`config.mk`:
```
export PLATFORM = sky130hd
export DESIGN_NAME = lsu_ctrl
export DESIGN_NICKNAME = d
export VERILOG_FILES = /design/src/rtl/lsu_ctrl.sv
export SDC_FILE = /design/constraint.sdc
export NUM_CORES = 1
export LEC_CHECK = 0
export ABC_AREA = 1
export ABC_CLOCK_PERIOD_IN_PS = 2800
export BUFFER_PORTS_ARGS = -buffer_cell sky130_fd_sc_hd__buf_2
export CORE_MARGIN = 5
export CORE_UTILIZATION = 25
export CTS_BUF_LIST = sky130_fd_sc_hd__clkbuf_4 sky130_fd_sc_hd__clkbuf_8 sky130_fd_sc_hd__clkbuf_16
export CTS_CLUSTER_DIAMETER = 60
export DETAILED_ROUTE_END_ITERATION = 8
export MAX_ROUTING_LAYER = met4
export PLACE_DENSITY = 0.6
export SYNTH_ARGS = -nofsm -noshare
export SYNTH_HDL_FRONTEND = slang
export SYNTH_SLANG_ARGS = --single-unit
export TNS_END_PERCENT = 30
```
`constraint.sdc`:
```
create_clock -name clock -period 2.8 [get_ports clock]
set_clock_uncertainty 0.15 [all_clocks]
set_input_delay 0.28 -clock clock [delete_from_list [all_inputs] [get_ports clock]]
set_output_delay 0.28 -clock clock [all_outputs]
set_load 0.02 [all_outputs]
```
`src/rtl/lsu_ctrl.sv`:
```
`default_nettype none
// ============================================================================
// Module      : lsu_ctrl
// Description : Load/store initiator for the 2-cycle-latency data_mem, driven
//               from the MEM pipeline stage. Accepts one request per
//               handshake, checks alignment and range, stalls the pipeline
//               across the load latency, returns the extended load data and
//               keeps saturating load/store event counters.
// Ports       : clock/reset_n      - clock, async active-low reset
//               req_*              - request handshake from the MEM stage
//               flush              - kill the in-flight load response
//               mem_*              - data_mem command / read data
//               stall              - freeze upstream pipeline
//               resp_valid/rdata   - load result
//               exc_valid/store/addr - misaligned / out-of-range fault report
//               cnt_loads/stores   - saturating completion counters
// Revision    : 1.0 - initial release
// ============================================================================
module lsu_ctrl #(
  parameter int ADDR_WIDTH = 32,
  parameter int MEM_BYTES  = 1024,
  parameter int CNT_WIDTH  = 32
) (
  input  logic                  clock,
  input  logic                  reset_n,
  input  logic                  req_valid,
  output logic                  req_ready,
  input  logic                  req_write,
  input  logic [ADDR_WIDTH-1:0] req_addr,
  input  logic [31:0]           req_wdata,
  input  logic [1:0]            req_size,
  input  logic                  req_signed,
  input  logic                  flush,
  output logic [ADDR_WIDTH-1:0] mem_address,
  output logic [31:0]           mem_write_data,
  output logic                  mem_memwrite,
  output logic                  mem_memread,
  output logic [1:0]            mem_byte_size,
  output logic                  mem_sign_ext,
  input  logic [31:0]           mem_read_data,
  output logic                  stall,
  output logic                  resp_valid,
  output logic [31:0]           resp_rdata,
  output logic                  exc_valid,
  output logic                  exc_store,
  output logic [ADDR_WIDTH-1:0] exc_addr,
  output logic [CNT_WIDTH-1:0]  cnt_loads,
  output logic [CNT_WIDTH-1:0]  cnt_stores
);

  typedef enum logic [1:0] {
    IDLE  = 2'd0,
    WAIT1 = 2'd1,
    WAIT2 = 2'd2,
    FAULT = 2'd3
  } state_t;

  // One bit wider than the address so the end-of-access sum cannot wrap.
  localparam logic [ADDR_WIDTH:0] c_mem_limit = (ADDR_WIDTH+1)'(MEM_BYTES);

  state_t                 r_state;
  state_t                 w_next;
  logic                   r_kill;
  logic [ADDR_WIDTH-1:0]  r_exc_addr;
  logic                   r_exc_store;
  logic [CNT_WIDTH-1:0]   r_cnt_loads;
  logic [CNT_WIDTH-1:0]   r_cnt_stores;

  logic [2:0]             w_bytes;
  logic [ADDR_WIDTH:0]    w_end;
  logic                   w_bad;
  logic                   w_accept;
  logic                   w_killed;
  logic                   w_load_done;
  logic                   w_store_done;

  always_comb begin
    case (req_size)
      2'b00:   w_bytes = 3'd1;
      2'b01:   w_bytes = 3'd2;
      default: w_bytes = 3'd4;
    endcase
  end

  assign w_end = {1'b0, req_addr} + {{(ADDR_WIDTH-2){1'b0}}, w_bytes};

  assign w_bad = (req_size == 2'b11)
              || (req_size == 2'b01 && req_addr[0])
              || (req_size == 2'b10 && req_addr[1:0] != 2'b00)
              || (w_end > c_mem_limit);

  assign w_accept     = req_valid && (r_state == IDLE);
  // A flush seen during WAIT2 itself must also hide that cycle's response.
  assign w_killed     = r_kill || flush;
  assign w_load_done  = (r_state == WAIT2) && !w_killed;
  assign w_store_done = w_accept && req_write && !w_bad;

  // Next-state and output decode
  always_comb begin
    w_next         = r_state;
    req_ready      = 1'b0;
    mem_address    = '0;
    mem_write_data = '0;
    mem_memwrite   = 1'b0;
    mem_memread    = 1'b0;
    mem_byte_size  = 2'b00;
    mem_sign_ext   = 1'b0;
    stall          = 1'b0;
    resp_valid     = 1'b0;
    resp_rdata     = '0;
    exc_valid      = 1'b0;
    case (r_state)
      IDLE: begin
        req_ready = 1'b1;
        if (req_valid) begin
          mem_address    = req_addr;
          mem_write_data = req_wdata;
          mem_byte_size  = req_size;
          mem_sign_ext   = req_signed;
          if (w_bad) begin
            stall  = 1'b1;
            w_next = FAULT;
          end else if (req_write) begin
            mem_memwrite = 1'b1;
          end else begin
            mem_memread = 1'b1;
            stall       = 1'b1;
            w_next      = WAIT1;
          end
        end
      end
      WAIT1: begin
        stall  = 1'b1;
        w_next = WAIT2;
      end
      WAIT2: begin
        resp_valid = !w_killed;
        resp_rdata = w_killed ? 32'd0 : mem_read_data;
        w_next     = IDLE;
      end
      FAULT: begin
        exc_valid = 1'b1;
        w_next    = IDLE;
      end
      default: w_next = IDLE;
    endcase
  end

  always_ff @(posedge clock or negedge reset_n) begin
    if (!reset_n) begin
      r_state <= IDLE;
    end else begin
      r_state <= w_next;
    end
  end

  // Kill flag lives only for the duration of one load; it clears on IDLE entry.
  always_ff @(posedge clock or negedge reset_n) begin
    if (!reset_n) begin
      r_kill <= 1'b0;
    end else if (w_next == IDLE) begin
      r_kill <= 1'b0;
    end else if ((r_state == WAIT1 || r_state == WAIT2) && flush) begin
      r_kill <= 1'b1;
    end
  end

  always_ff @(posedge clock or negedge reset_n) begin
    if (!reset_n) begin
      r_exc_addr  <= '0;
      r_exc_store <= 1'b0;
    end else if (w_accept && w_bad) begin
      r_exc_addr  <= req_addr;
      r_exc_store <= req_write;
    end
  end

  always_ff @(posedge clock or negedge reset_n) begin
    if (!reset_n) begin
      r_cnt_loads  <= '0;
      r_cnt_stores <= '0;
    end else begin
      if (w_load_done && r_cnt_loads != {CNT_WIDTH{1'b1}}) begin
        r_cnt_loads <= r_cnt_loads + 1'b1;
      end
      if (w_store_done && r_cnt_stores != {CNT_WIDTH{1'b1}}) begin
        r_cnt_stores <= r_cnt_stores + 1'b1;
      end
    end
  end

  assign exc_addr   = r_exc_addr;
  assign exc_store  = r_exc_store;
  assign cnt_loads  = r_cnt_loads;
  assign cnt_stores = r_cnt_stores;

endmodule
`default_nettype wire

```
Word-level counts from Yosys, hierarchy flattened
Index checks and enable logic that the tools add are counted.
- register bits: 100
- output and inout port bits: 202
- logic and storage cells: 72
- add/subtract/negate cells: 3
- magnitude comparators: 1
- equal/unequal tests: 8
- multiplexer cells: 31
- reductions and logical operators: 23
- operators by type and width (kind ; count):
    two-way mux 32 bit ; 6
    adder 32 x 1 -> 32 bit, second input constant ; 2
    != test 32 bit, second input constant ; 2
    adder 32 x 3 -> 33 bit ; 1
    > comparator 33 x 11 -> 1 bit, second input constant ; 1
    two-way mux 1 bit ; 17
    logical AND 1 bit ; 10
    two-way mux 2 bit ; 5
    equality test 2 bit, second input constant ; 4
    zero test 2 bit ; 3
    case mux 2 bit (3 select lines) ; 1
    case mux 3 bit (2 select lines) ; 1
    logical OR 1 bit ; 5
    equality test 2 x 1 -> 1 bit, second input constant ; 2
    nonzero test 2 bit ; 2
    zero test 1 bit ; 2
    case mux 1 bit (2 select lines) ; 1
    OR reduction 2 bit ; 1

Depth between registers and ports, before layout
Gate-level depths: netlist of run 1.
- depth in word-level cells: 10
- depth in mapped cells: 23
- mapped depth without buffers: 23

Least setup slack after synthesis of run 1
Ideal clock, no wire load.
- path type: input to output
- start: in req_size[0]
- end: out mem_memwrite
- arrival: 2.425 ns
- data required time: 2.370 ns
- setup slack: -0.055 ns
- cell stages on the path: 14
- buffers on the path: 1
- path through: nor2_1 -> ha_1 -> fa_1 -> or2_2 -> a21oi_1 -> nand3_1 -> nor2_1 -> nand3_1 -> nor2_1 -> nor2_1 -> nor2_1 -> nand3_2 -> nor3_2 -> buf_2
- cells in the longest elaborated chain, start to end: 8
- RTL lines (what ; RTL line ; source):
    from (decl) ; 31 ; input logic [1:0] req_size,
    equality test 2 x 1 -> 1 bit / zero test 2 bit (equally long branches) ; 78, 88 ;
    case mux 3 bit (2 select lines) / logical AND 1 bit (equally long branches) ; 78, 88 ;
    adder 32 x 3 -> 33 bit / logical OR 1 bit (equally long branches) ; 85, 88 ;
    > comparator 33 x 11 -> 1 bit / logical OR 1 bit (equally long branches) ; 90, 89 ;
    logical OR 1 bit (*) ; 90 ; || (w_end > c_mem_limit);
    two-way mux 1 bit (*) ; 120 ; if (w_bad) begin
    two-way mux 1 bit (*) ; 115 ; if (req_valid) begin
    two-way mux 1 bit (*) ; 112 ; case (r_state)
    to (decl) ; 36 ; output logic mem_memwrite,
Every way passes the cells marked *; elsewhere a longest branch is shown, timed or not.

Worst setup path in the final report of run 1
- start: in req_size[1]
- end: out stall
- cells in the longest elaborated chain, start to end: 8
- RTL lines (what ; RTL line ; source):
    equality test 2 x 1 -> 1 bit / zero test 2 bit (equally long branches) ; 78, 88 ;
    case mux 3 bit (2 select lines) / logical AND 1 bit (equally long branches) ; 78, 88 ;
    adder 32 x 3 -> 33 bit / logical OR 1 bit (equally long branches) ; 85, 88 ;
    > comparator 33 x 11 -> 1 bit / logical OR 1 bit (equally long branches) ; 90, 89 ;
    logical OR 1 bit (*) ; 90 ;
    two-way mux 1 bit (*) ; 120 ;
    two-way mux 1 bit (*) ; 115 ;
    case mux 1 bit (2 select lines) (*) ; 112 ;
    to (decl) ; 41 ; output logic stall,
Marks and branches as above.

==> flow_summary.toml, run 1 <==
[outcome]
run_status = "complete, but fails checks"
violations = "setup timing"

[critical_path]
r2r-start = "cnt_stores[0]"
timing.rr.end = "cnt_stores[0]"
crit_path_end_kind = "output port"
required_ns = 2.37
crit_arrival_ns = 2.59
r2r_cells = 13
start_kind = "primary input"
critPathMaxFanout = 4
reg2reg_slack_ns = 0.17
crit_type = "primary input to output port"

[floorplan]
core_area_mm2 = 0.0277
placementRows = 61
die_w_um = 177
fp.dieH_um = 177
pin_count = 306
fp.dieArea_mm2 = 0.0315
initial_utilization = 0.253

[logic_synthesis]
yosysSeqAreaShare = 0.357
ys_seq_elements = 100
ys.flop_type = "dfrtp_1"
ys_async_sr_fraction = 1.00
syn-cell-area_mm2 = 0.00701
synth_top_area_frac = 0.357
synthCells = 1083
avgSynthCellArea_um2 = 6.47
synth.largest_area_cell = "dfrtp_1"
synth_edf_count = 0
syn_nets = 1198
yosys_warnings = 0
synth_cell_types = 35
synthTopCellsByArea = "dfrtp_1 36%, nand2_1 16%, nor2_1 11%, inv_1 9.2%, xor2_1 5.4%"

[timing]
slew_viol_final = 0
period_needed_ns = 3.02
holdWs_ns = 0.0774
finalSetupViolCount = 35
relSlewSlack = 0.669
worst_pin_slew_ns = 0.493
postLayoutSetupSlackWorst_ns = -0.218
hold_violations = 0
timing.fmax_mhz = 331
finalCritPeriodShare = 1.08
rsz0062_at_grt = "yes"

[cts]
cts-root-buf = "clkbuf_16"
cts_buffers = 9
clock_latency_ns = 0.35
cts_tree = "done"
clockBufferDepth = 2
clkSinkCount = 100
path_clk_slew_ns = 0.08
cts-htree-levels = 3

[route]
viasPerCell = 4.26
first_pass_iters = 5
postRouteAntennaNets = 0
drc = 0
drt_wl_total_um = 25300
vias = 7770
avgRoutedWirePerCell_um = 13.9
drtIter0Drc = 401

[min_path]
holdCritStartpoint = "flush"
hold_end = "r_kill"
holdCritPathClass = "primary input to flip-flop"
hold_depth = 4

[placed_design]
place_congestion = 0.896
io_buffers = 305
hpwl_um = 20400

[power_and_ir_drop]
powerDensity_mw_per_mm2 = 560
vdd_drop_max_uv = 364
p_leak_nw = 5.72

[run]
cap_violations = 0

[global_route]
grt.total_usage = 0.160
grt_antenna_before_repair = 2
overflow = 0
grt_pass1_vias = 7556
grt_max_degree = 90
grt_pass1_wl_um = 39800

[cells_and_area]
finalNetCount = 1553
final.fill_count = 3000
drive_above_1_share = 0.298
area_delta_synth_final_pct = 41.5
final_core_util = 0.358
-- worst max path at each step --
stage / start / end / slack [ns] / cells past startpoint
global route: req_size[1] / mem_memwrite / -0.37 / 15
detailed placement: req_size[0] / cnt_stores[26] / -0.67 / 21
global placement: req_size[0] / cnt_stores[26] / -0.61 / 21
CTS: req_size[1] / mem_memwrite / -0.24 / 15
finish: req_size[1] / stall / -0.22 / 17
floorplan: req_size[0] / cnt_stores[16] / -0.01 / 17
-- critical path: stages --
cell and delay (ns):
buf_8 0.11, nor2_4 0.10, ha_4 0.14, fa_2 0.42, or2_4 0.26, a21oi_2 0.11, nand3_1 0.09, nor2_2 0.12
nand3_1 0.08, nor2_1 0.12, nor2_1 0.06, nor2_1 0.11, nand3_2 0.12, buf_6 0.14, nor2_2 0.06, o21bai_1 0.06
buf_4 0.18
-- stage by stage --
step / worst slack (ns) / instance area (µm²) / instances / TNS (ns) / power (mW)
after floorplan: -0.0128 / 7050 / 1083 / -0.0331 / 3.29
after global placement: -0.608 / 9380 / 1797 / -28.88 / 4.24
after detailed placement: -0.671 / 9380 / 1797 / -33.91 / 4.27
after CTS: -0.244 / 9840 / 1819 / -4.39 / 5.63
after global routing: -0.368 / 9910 / 1823 / -10.78 / 5.93
final: -0.218 / 9910 / 1823 / -3.15 / 5.55
-- cells in the final DEF, fill, tap and decap left out, drive strengths merged --
cell type,instances
a21o,1
a21oi,3
a31oi,1
buf,368
bufbuf,1
clkbuf,9
clkinv,2
clkinvlp,1
dfrtp,100
diode,2
dlygate4sd3,1
fa,1
ha,10
inv,177
nand2,303
nand3,74
nand3b,1
nand4,25
nor2,216
nor3,31
nor3b,1
nor4,8
o21ai,43
o21bai,1
o22ai,1
or2,2
xnor2,19
xor2,43
-- flip-flops by register name (all words and copies together), names as in the netlist --
name	flops
r_kill	1
exc_addr	32
cnt_loads	32
cnt_stores	32
exc_store	1
r_state	2
-- layout make-up --
| type | count | area [µm²] | area share |
|---|---|---|---|
| Multi-Input combinational cell | 784 | 3840 | 0.388 |
| Sequential cell | 100 | 2500 | 0.253 |
| Timing Repair Buffer | 370 | 2150 | 0.217 |
| Inverter | 173 | 649 | 0.0655 |
| Tap cell | 378 | 473 | 0.0477 |
| Clock buffer | 9 | 225 | 0.0227 |
| Clock inverter | 7 | 66.3 | 0.00669 |
| Antenna cell | 2 | 5.00 | 0.000505 |
-- power breakdown --
| group | leakage, nW | switching, mW | total (mW) | internal [mW] |
|---|---|---|---|---|
| Combinational | 4.25 | 1.59 | 2.36 | 0.768 |
| Sequential | 1.33 | 0.163 | 1.88 | 1.72 |
| Clock | 0.142 | 0.685 | 1.31 | 0.629 |
-- metal layers --
metal  up-vias  GRT usage  share of wire
li1       4036          -              -
met1      3539      0.210           0.45
met2       186      0.263           0.49
met5         -          -              0
met4         0     0.0200         0.0063
met3         9     0.0349          0.055
-- cells in the mapped netlist, types with 2 or more instances --
cell type    n
clkbuf_1    14
buf_2        5
nand4_1     25
nand3_1     72
xor2_1      43
nor2_2       4
buf_4        4
nor3_1      30
o21ai_2      5
o21ai_0     37
nand2_1    300
inv_1      172
ha_1        10
nand3_2      2
xnor2_1     19
or2_2        2
nor4_1       8
nand2_2      3
dfrtp_1    100
nor2_1     211
a21oi_1      3
-- cells by family after synthesis --
| kind of cell | after synthesis | synth area share |
|---|---|---|
| AND/OR/NAND/NOR | 661 | 0.392 |
| AO/OA/AOI/OAI | 50 | 0.0395 |
| XOR/XNOR | 62 | 0.0775 |
| flip-flops | 100 | 0.357 |
| buffers and inverters | 199 | 0.113 |
| adder cells (fa/ha/maj) | 11 | 0.0207 |
-- repair_timing --
item | CTS | global route
hold buffers | 1 | 0
pin swaps | 17 | 6
gates resized for setup | 28 | 20
cloned | 1 | 0
buffers inserted | 5 | 2
hold endpoints to repair | 32 | 0
endpoints found under the setup margin | 39 | 72
Power figures use the tool's default switching activity.
==> run 2: changes to the inputs <==
--- a/config.mk
+++ b/config.mk
@@ -5,8 +5,6 @@
 export SDC_FILE = /design/constraint.sdc
 export NUM_CORES = 1
 export LEC_CHECK = 0
-export ABC_AREA = 1
-export ABC_CLOCK_PERIOD_IN_PS = 2800
 export BUFFER_PORTS_ARGS = -buffer_cell sky130_fd_sc_hd__buf_2
 export CORE_MARGIN = 5
 export CORE_UTILIZATION = 25
@@ -14,7 +12,7 @@
 export CTS_CLUSTER_DIAMETER = 60
 export DETAILED_ROUTE_END_ITERATION = 8
 export MAX_ROUTING_LAYER = met4
-export PLACE_DENSITY = 0.6
+export PLACE_DENSITY = 0.62
 export SYNTH_ARGS = -nofsm -noshare
 export SYNTH_HDL_FRONTEND = slang
 export SYNTH_SLANG_ARGS = --single-unit
==> constraint.sdc (replaced) <==
create_clock -name clock -period 2.8 [get_ports clock]
set_clock_uncertainty 0.15 [all_clocks]
set_input_delay 0.42 -clock clock [delete_from_list [all_inputs] [get_ports clock]]
set_output_delay 0.42 -clock clock [all_outputs]
set_load 0.02 [all_outputs]
==> run 2 against run 1 <==
  * The run still ends with setup timing left
  * Combinational power grew 14%
  * Clock power is essentially flat
  * Area after synthesis shrank 16%
  * Total power grew 6.8%
  * Via count shrank 21%
  * Cell area shrank 5.5%
  * Die area shrank 16%
==> flow_summary.toml, run 2 <==
[outcome]
run_status = "complete, but fails checks"
violations = "setup timing"

[route]
vias = 6110
wl_met3_um = 1410
avgRoutedWirePerCell_um = 16.8
drc = 0
drtIter0Drc = 312
wl_met1_um = 9850
dr.max_layer_used = "met4"
drt_wl_total_um = 21900
wl_met2_um = 10300
viasPerCell = 4.67
first_pass_iters = 4
postRouteAntennaNets = 0

[placed_design]
hpwl_um = 16600
pre_cts_slack_ns = -0.773
place_inst = 1272
io_buffers = 305
place_congestion = 0.856

[logic_synthesis]
synth_cell_types = 56
ys_top_cells_by_count = "100 x dfrtp_1, 81 x and3_1, 42 x nand2_1"
synthCells = 601
ys.flop_type = "dfrtp_1"
synthAdderAreaFrac = 0.0248
synth_most_common_cell = "dfrtp_1"
synth_compound_area_frac = 0.0850
yosysSeqAreaShare = 0.427
synth_edf_count = 0
synthTopCellsByArea = "dfrtp_1 43%, and3_1 8.7%, xor2_1 5.7%, xnor2_1 4.2%, and2_1 4.2%"
synthMuxAreaShare = 0.0284
synth-simple-area-share = 0.307
synth.largest_area_cell = "dfrtp_1"
yosys_warnings = 0
synth-xor-area-share = 0.0987
synth_top_family_by_area = "simple AND/OR/NAND/NOR gates"
synth_top_area_frac = 0.427
syn_nets = 716
avgSynthCellArea_um2 = 9.75
ys_async_sr_fraction = 1.00
ys_seq_elements = 100
syn-cell-area_mm2 = 0.00586

[cells_and_area]
drive_above_1_share = 0.493
layout_common_cells = "299 x buf_2, 100 x dfrtp_1, 80 x and3_1"
area_delta_synth_final_pct = 60.0
multi_input_area_mm2 = 0.00373
register_area_mm2 = 0.00250
final-instance-count-excl-fill = 1307
final.fill_count = 2329
final_common_cell = "buf_2"
finalNetCount = 1096

[global_route]
overflow = 0
grt_antenna_before_repair = 2
grt_pass1_wl_um = 33400
grt_pass1_vias = 6079
grt_max_degree = 69
grt.total_usage = 0.162

[floorplan]
die_w_um = 163
placementRows = 56
initial_utilization = 0.252
fp.dieArea_mm2 = 0.0266
fp.dieH_um = 163
core_area_mm2 = 0.0233
pin_count = 306

[cts]
path_clk_slew_ns = 0.08
clock_latency_ns = 0.35
cts_tree = "done"
clockBufferDepth = 2
cts-root-buf = "clkbuf_16"
clkSinkCount = 100
cts-htree-levels = 3
cts_buffers = 9

[critical_path]
crit_type = "primary input to output port"
crit_slowest_cell = "fa_2"
max_stage_delay_ns = 0.41
critPathMaxFanout = 5
crit_top_cell = "buf_4"
crit_family = "simple AND/OR/NAND/NOR gates"
crit_path_end_kind = "output port"
start_kind = "primary input"
required_ns = 2.23
path_buf_inv = 4
crit_arrival_ns = 2.81
path_cells = "buf_2 -> ha_4 -> fa_2 -> a21oi_4 -> nor4_4 -> buf_4 -> buf_4 -> nand2_2 -> xnor2_2 -> o21a_1 -> nor3_4 -> nand3_4 -> o21ai_2 -> nand2b_1 -> buf_6"

[timing]
period_needed_ns = 3.38
worst_pin_slew_ns = 1.39
slew_viol_final = 0
rsz0062_at_grt = "yes"
hold_violations = 0
finalSetupViolCount = 71
timing.fmax_mhz = 296
finalCritPeriodShare = 1.21
timing.setup.tns_ns = -17.92
postLayoutSetupSlackWorst_ns = -0.583
relSlewSlack = 0.0704

[power_and_ir_drop]
powerDensity_mw_per_mm2 = 633
vdd_drop_max_uv = 343
p_leak_nw = 5.44
power.total_mw = 5.93

[run]
cap_violations = 0

[min_path]
holdCritPathClass = "primary input to flip-flop"
==> run 2: cell types whose count changed in the layout (fill, tap and decap cells not counted), moves of 19 or more <==
cell	change
nand2_1	-255
nor2_1	-183
inv_1	-158
and3_1	+80
nand3_1	-42
and2_1	+39
o21ai_0	-25
a21o_1	+20
buf_4	+20
nor3_1	-19
==> run 2: path summary, 6_finish.rpt <==
path                          startpoint        endpoint  slack (ns)  depth (start not counted)
hold reg to reg             exc_addr[25]    exc_addr[25]        0.33                          1
setup reg to reg           cnt_stores[4]  cnt_stores[29]       -0.02                          9
hold / removal               req_addr[2]     exc_addr[2]        0.21                          2
setup / recovery             req_addr[0]           stall       -0.58                         15
min in group asynchronous        reset_n    cnt_loads[3]        0.46                          2
max in group asynchronous        reset_n  cnt_stores[23]        1.28                          3
==> run 2: where the power goes <==
part,switching (mW),total (mW),internal [mW]
combinational,1.63,2.68,1.05
clock,0.688,1.34,0.648
sequential,0.177,1.91,1.73
==> run 2: per-stage QoR <==
step / hold WS [ns] / utilization / instance area, µm²
final: 0.215 / 0.403 / 9370
after detailed placement: 0.310 / 0.360 / 8370
after global routing: 0.218 / 0.403 / 9370
after CTS: 0.205 / 0.394 / 9180
after global placement: 0.303 / 0.360 / 8370
after floorplan: -0.0256 / - / 5980
==> run 2: what timing repair did <==
| action | CTS | global route |
|---|---|---|
| gates cloned | 3 | 1 |
| hold buffers | 1 | 0 |
| setup buffers | 7 | 6 |
| endpoints found under the setup margin | 68 | 72 |
| hold endpoints to repair | 45 | 0 |
| resized for setup | 65 | 24 |
| pin swaps | 30 | 42 |
==> run 2: layer usage <==
metal	up-vias	GRT usage
met2	210	0.251
met4	0	0.0408
met5	-	-
li1	2942	-
met3	23	0.0343
met1	2935	0.218
==> run 2: kinds of logic (layout without fill, tap and decap cells) <==
logic type | Yosys count | in the layout
muxes | 15 | 15
xor gates and xnor gates | 66 | 66
adders and majority gates | 11 | 11
AOI/OAI and AO/OA | 67 | 67
buffers and inverters | 40 | 424
DFF | 100 | 100
and+or+nand+nor | 302 | 303
other | 0 | 2
==> run 2: layout make-up <==
class,instances,area share
Tap cell,319,0.0426
Antenna cell,2,0.000534
Sequential cell,100,0.267
Inverter,13,0.00521
Timing Repair Buffer,395,0.253
Clock inverter,7,0.00921
Multi-Input combinational cell,462,0.399
Clock buffer,9,0.0240
==> run 2: worst register-to-register path: stages, from the launching register on <==
cell	delay (ns)
dfrtp_1	0.43
nand4_1	0.15
nor2_1	0.22
nand4_1	0.17
nor4_1	0.30
buf_4	0.17
nand4_1	0.22
or2_1	0.46
nor4_4	0.30
xor2_1	0.18
==> run 3: changes to the inputs <==
==> constraint.sdc (replaced) <==
create_clock -name clock -period 2.8 [get_ports clock]
set_clock_uncertainty 0.15 [all_clocks]
set_input_delay 0.7 -clock clock [delete_from_list [all_inputs] [get_ports clock]]
set_output_delay 0.7 -clock clock [all_outputs]
set_load 0.02 [all_outputs]
==> run 3 against run 2 <==
  * The run still ends with setup timing left
  * Via count increased by 0.95%
  * Global-route usage increased by 0.32 points
  * Sequential share of layout area fell by 0.67 points
  * Setup slack worse by 0.52 ns
  * Clock power is 4% lower
==> flow_summary.toml, run 3 (synthesis results as in run 2) <==
[outcome]
run_status = "complete, but fails checks"
violations = "setup timing"

[timing]
slew_viol_final = 0
timing.fmax_mhz = 256
worst_pin_slew_ns = 1.01
relSlewSlack = 0.324
finalSetupViolCount = 71
period_needed_ns = 3.90
postLayoutSetupSlackWorst_ns = -1.10
rsz0062_at_grt = "yes"
finalCritPeriodShare = 1.39
timing.setup.tns_ns = -37.84
hold_violations = 0

[cells_and_area]
layout_common_cells = "294 x buf_2, 100 x dfrtp_1, 87 x buf_4"
final-instance-count-excl-fill = 1318
finalNetCount = 1108
area_delta_synth_final_pct = 64.1
final_common_cell = "buf_2"
drive_above_1_share = 0.512

[global_route]
met2_usage = 0.251
grt_use_met1 = 0.229
grt_max_degree = 69
grt_pass1_wl_um = 34400
grt_antenna_before_repair = 1
grt_use_met3 = 0.0265
grt_busiest_layer = "met2"
grt_pass1_vias = 6335
grt.total_usage = 0.165
overflow = 0

[critical_path]
crit_path_end_kind = "output port"
required_ns = 1.95
path_buf_inv = 5
max_stage_delay_ns = 0.37
crit_slowest_cell = "fa_2"
path_cells = "buf_8 -> buf_6 -> nor2_4 -> ha_4 -> fa_2 -> a21oi_4 -> nor4_4 -> buf_4 -> nand2_2 -> o31a_1 -> nand4_1 -> nor3_4 -> nand3_4 -> buf_4 -> nor2_4 -> buf_6"
start_kind = "primary input"
crit_type = "primary input to output port"
reg2reg_slack_ns = -0.07
crit_family = "simple AND/OR/NAND/NOR gates"
critPathMaxFanout = 5
crit_arrival_ns = 3.05

[cts]
clockBufferDepth = 2
path_clk_slew_ns = 0.08
cts-root-buf = "clkbuf_16"
clkSinkCount = 100
clock_latency_ns = 0.36
cts_tree = "done"
cts_hold_buf = 0
cts-htree-levels = 3
cts_buffers = 9

[run]
cap_violations = 0

[placed_design]
hpwl_um = 16600
io_buffers = 305
place_congestion = 0.824
place_inst = 1288

[floorplan]
pin_count = 306
fp.dieArea_mm2 = 0.0266
fp.dieH_um = 163
initial_utilization = 0.252
placementRows = 56
core_area_mm2 = 0.0233
die_w_um = 163

[route]
drtIter0Drc = 375
first_pass_iters = 5
avgRoutedWirePerCell_um = 16.7
drt_wl_total_um = 22000
postRouteAntennaNets = 0
vias = 6168
drc = 0
viasPerCell = 4.68

[min_path]
holdCritPathClass = "primary input to async pin"

[power_and_ir_drop]
powerDensity_mw_per_mm2 = 617
vdd_drop_max_uv = 352
p_leak_nw = 5.60
==> run 3: through the flow <==
step	cell area, µm²	utilization	hold WS, ns	total power, mW	worst slack, ns
3_3_place_gp	8510	0.366	0.305	4.49	-1.18
3_5_place_dp	8510	0.366	0.310	4.53	-1.23
5_1_grt	9610	0.413	0.207	6.28	-1.24
4_1_cts	9410	0.405	0.198	5.94	-1.11
6_report	9610	0.413	0.171	5.93	-1.10
2_1_floorplan	5940	-	0.254	3.47	-0.867
==> run 3: repair_timing <==
action                                 4_1_cts  5_1_grt
endpoints found under the hold margin        0        0
pin swaps                                   64       32
gates resized for setup                     82       44
setup endpoints to repair                  126      128
buffers inserted                             7        7
cloned                                       4        0
==> run 3: area by class of cell <==
cell class	count	area (µm²)
Multi-Input combinational cell	461	3800
Fill cell	2300	13700
Tap cell	319	399
Timing Repair Buffer	408	2560
Inverter	13	48.8
Clock buffer	9	225
Sequential cell	100	2500
Antenna cell	1	2.50
Clock inverter	7	67.6
==> run 3: metal layers <==
metal,up-vias,part of all wire
li1,2956,-
met4,0,0.018
met3,23,0.056
met5,-,0
met2,213,0.47
met1,2976,0.46
==> run 3: final timing paths <==
check / startpoint / endpoint / cells after the start
worst max-delay path: req_size[0] / mem_memwrite / 16
worst min-delay path: reset_n / exc_addr[12] / 1
worst max register to register: cnt_stores[6] / cnt_stores[31] / 10
worst min register to register: exc_addr[23] / exc_addr[23] / 1
max in group asynchronous: reset_n / cnt_loads[3] / 2
min in group clock: exc_addr[23] / exc_addr[23] / 1
==> run 3: power by group <==
part	switching (mW)	total (mW)	internal, mW
sequential	0.169	1.90	1.73
combinational	1.64	2.75	1.11
clock	0.656	1.29	0.629
total	2.47	5.93	3.47
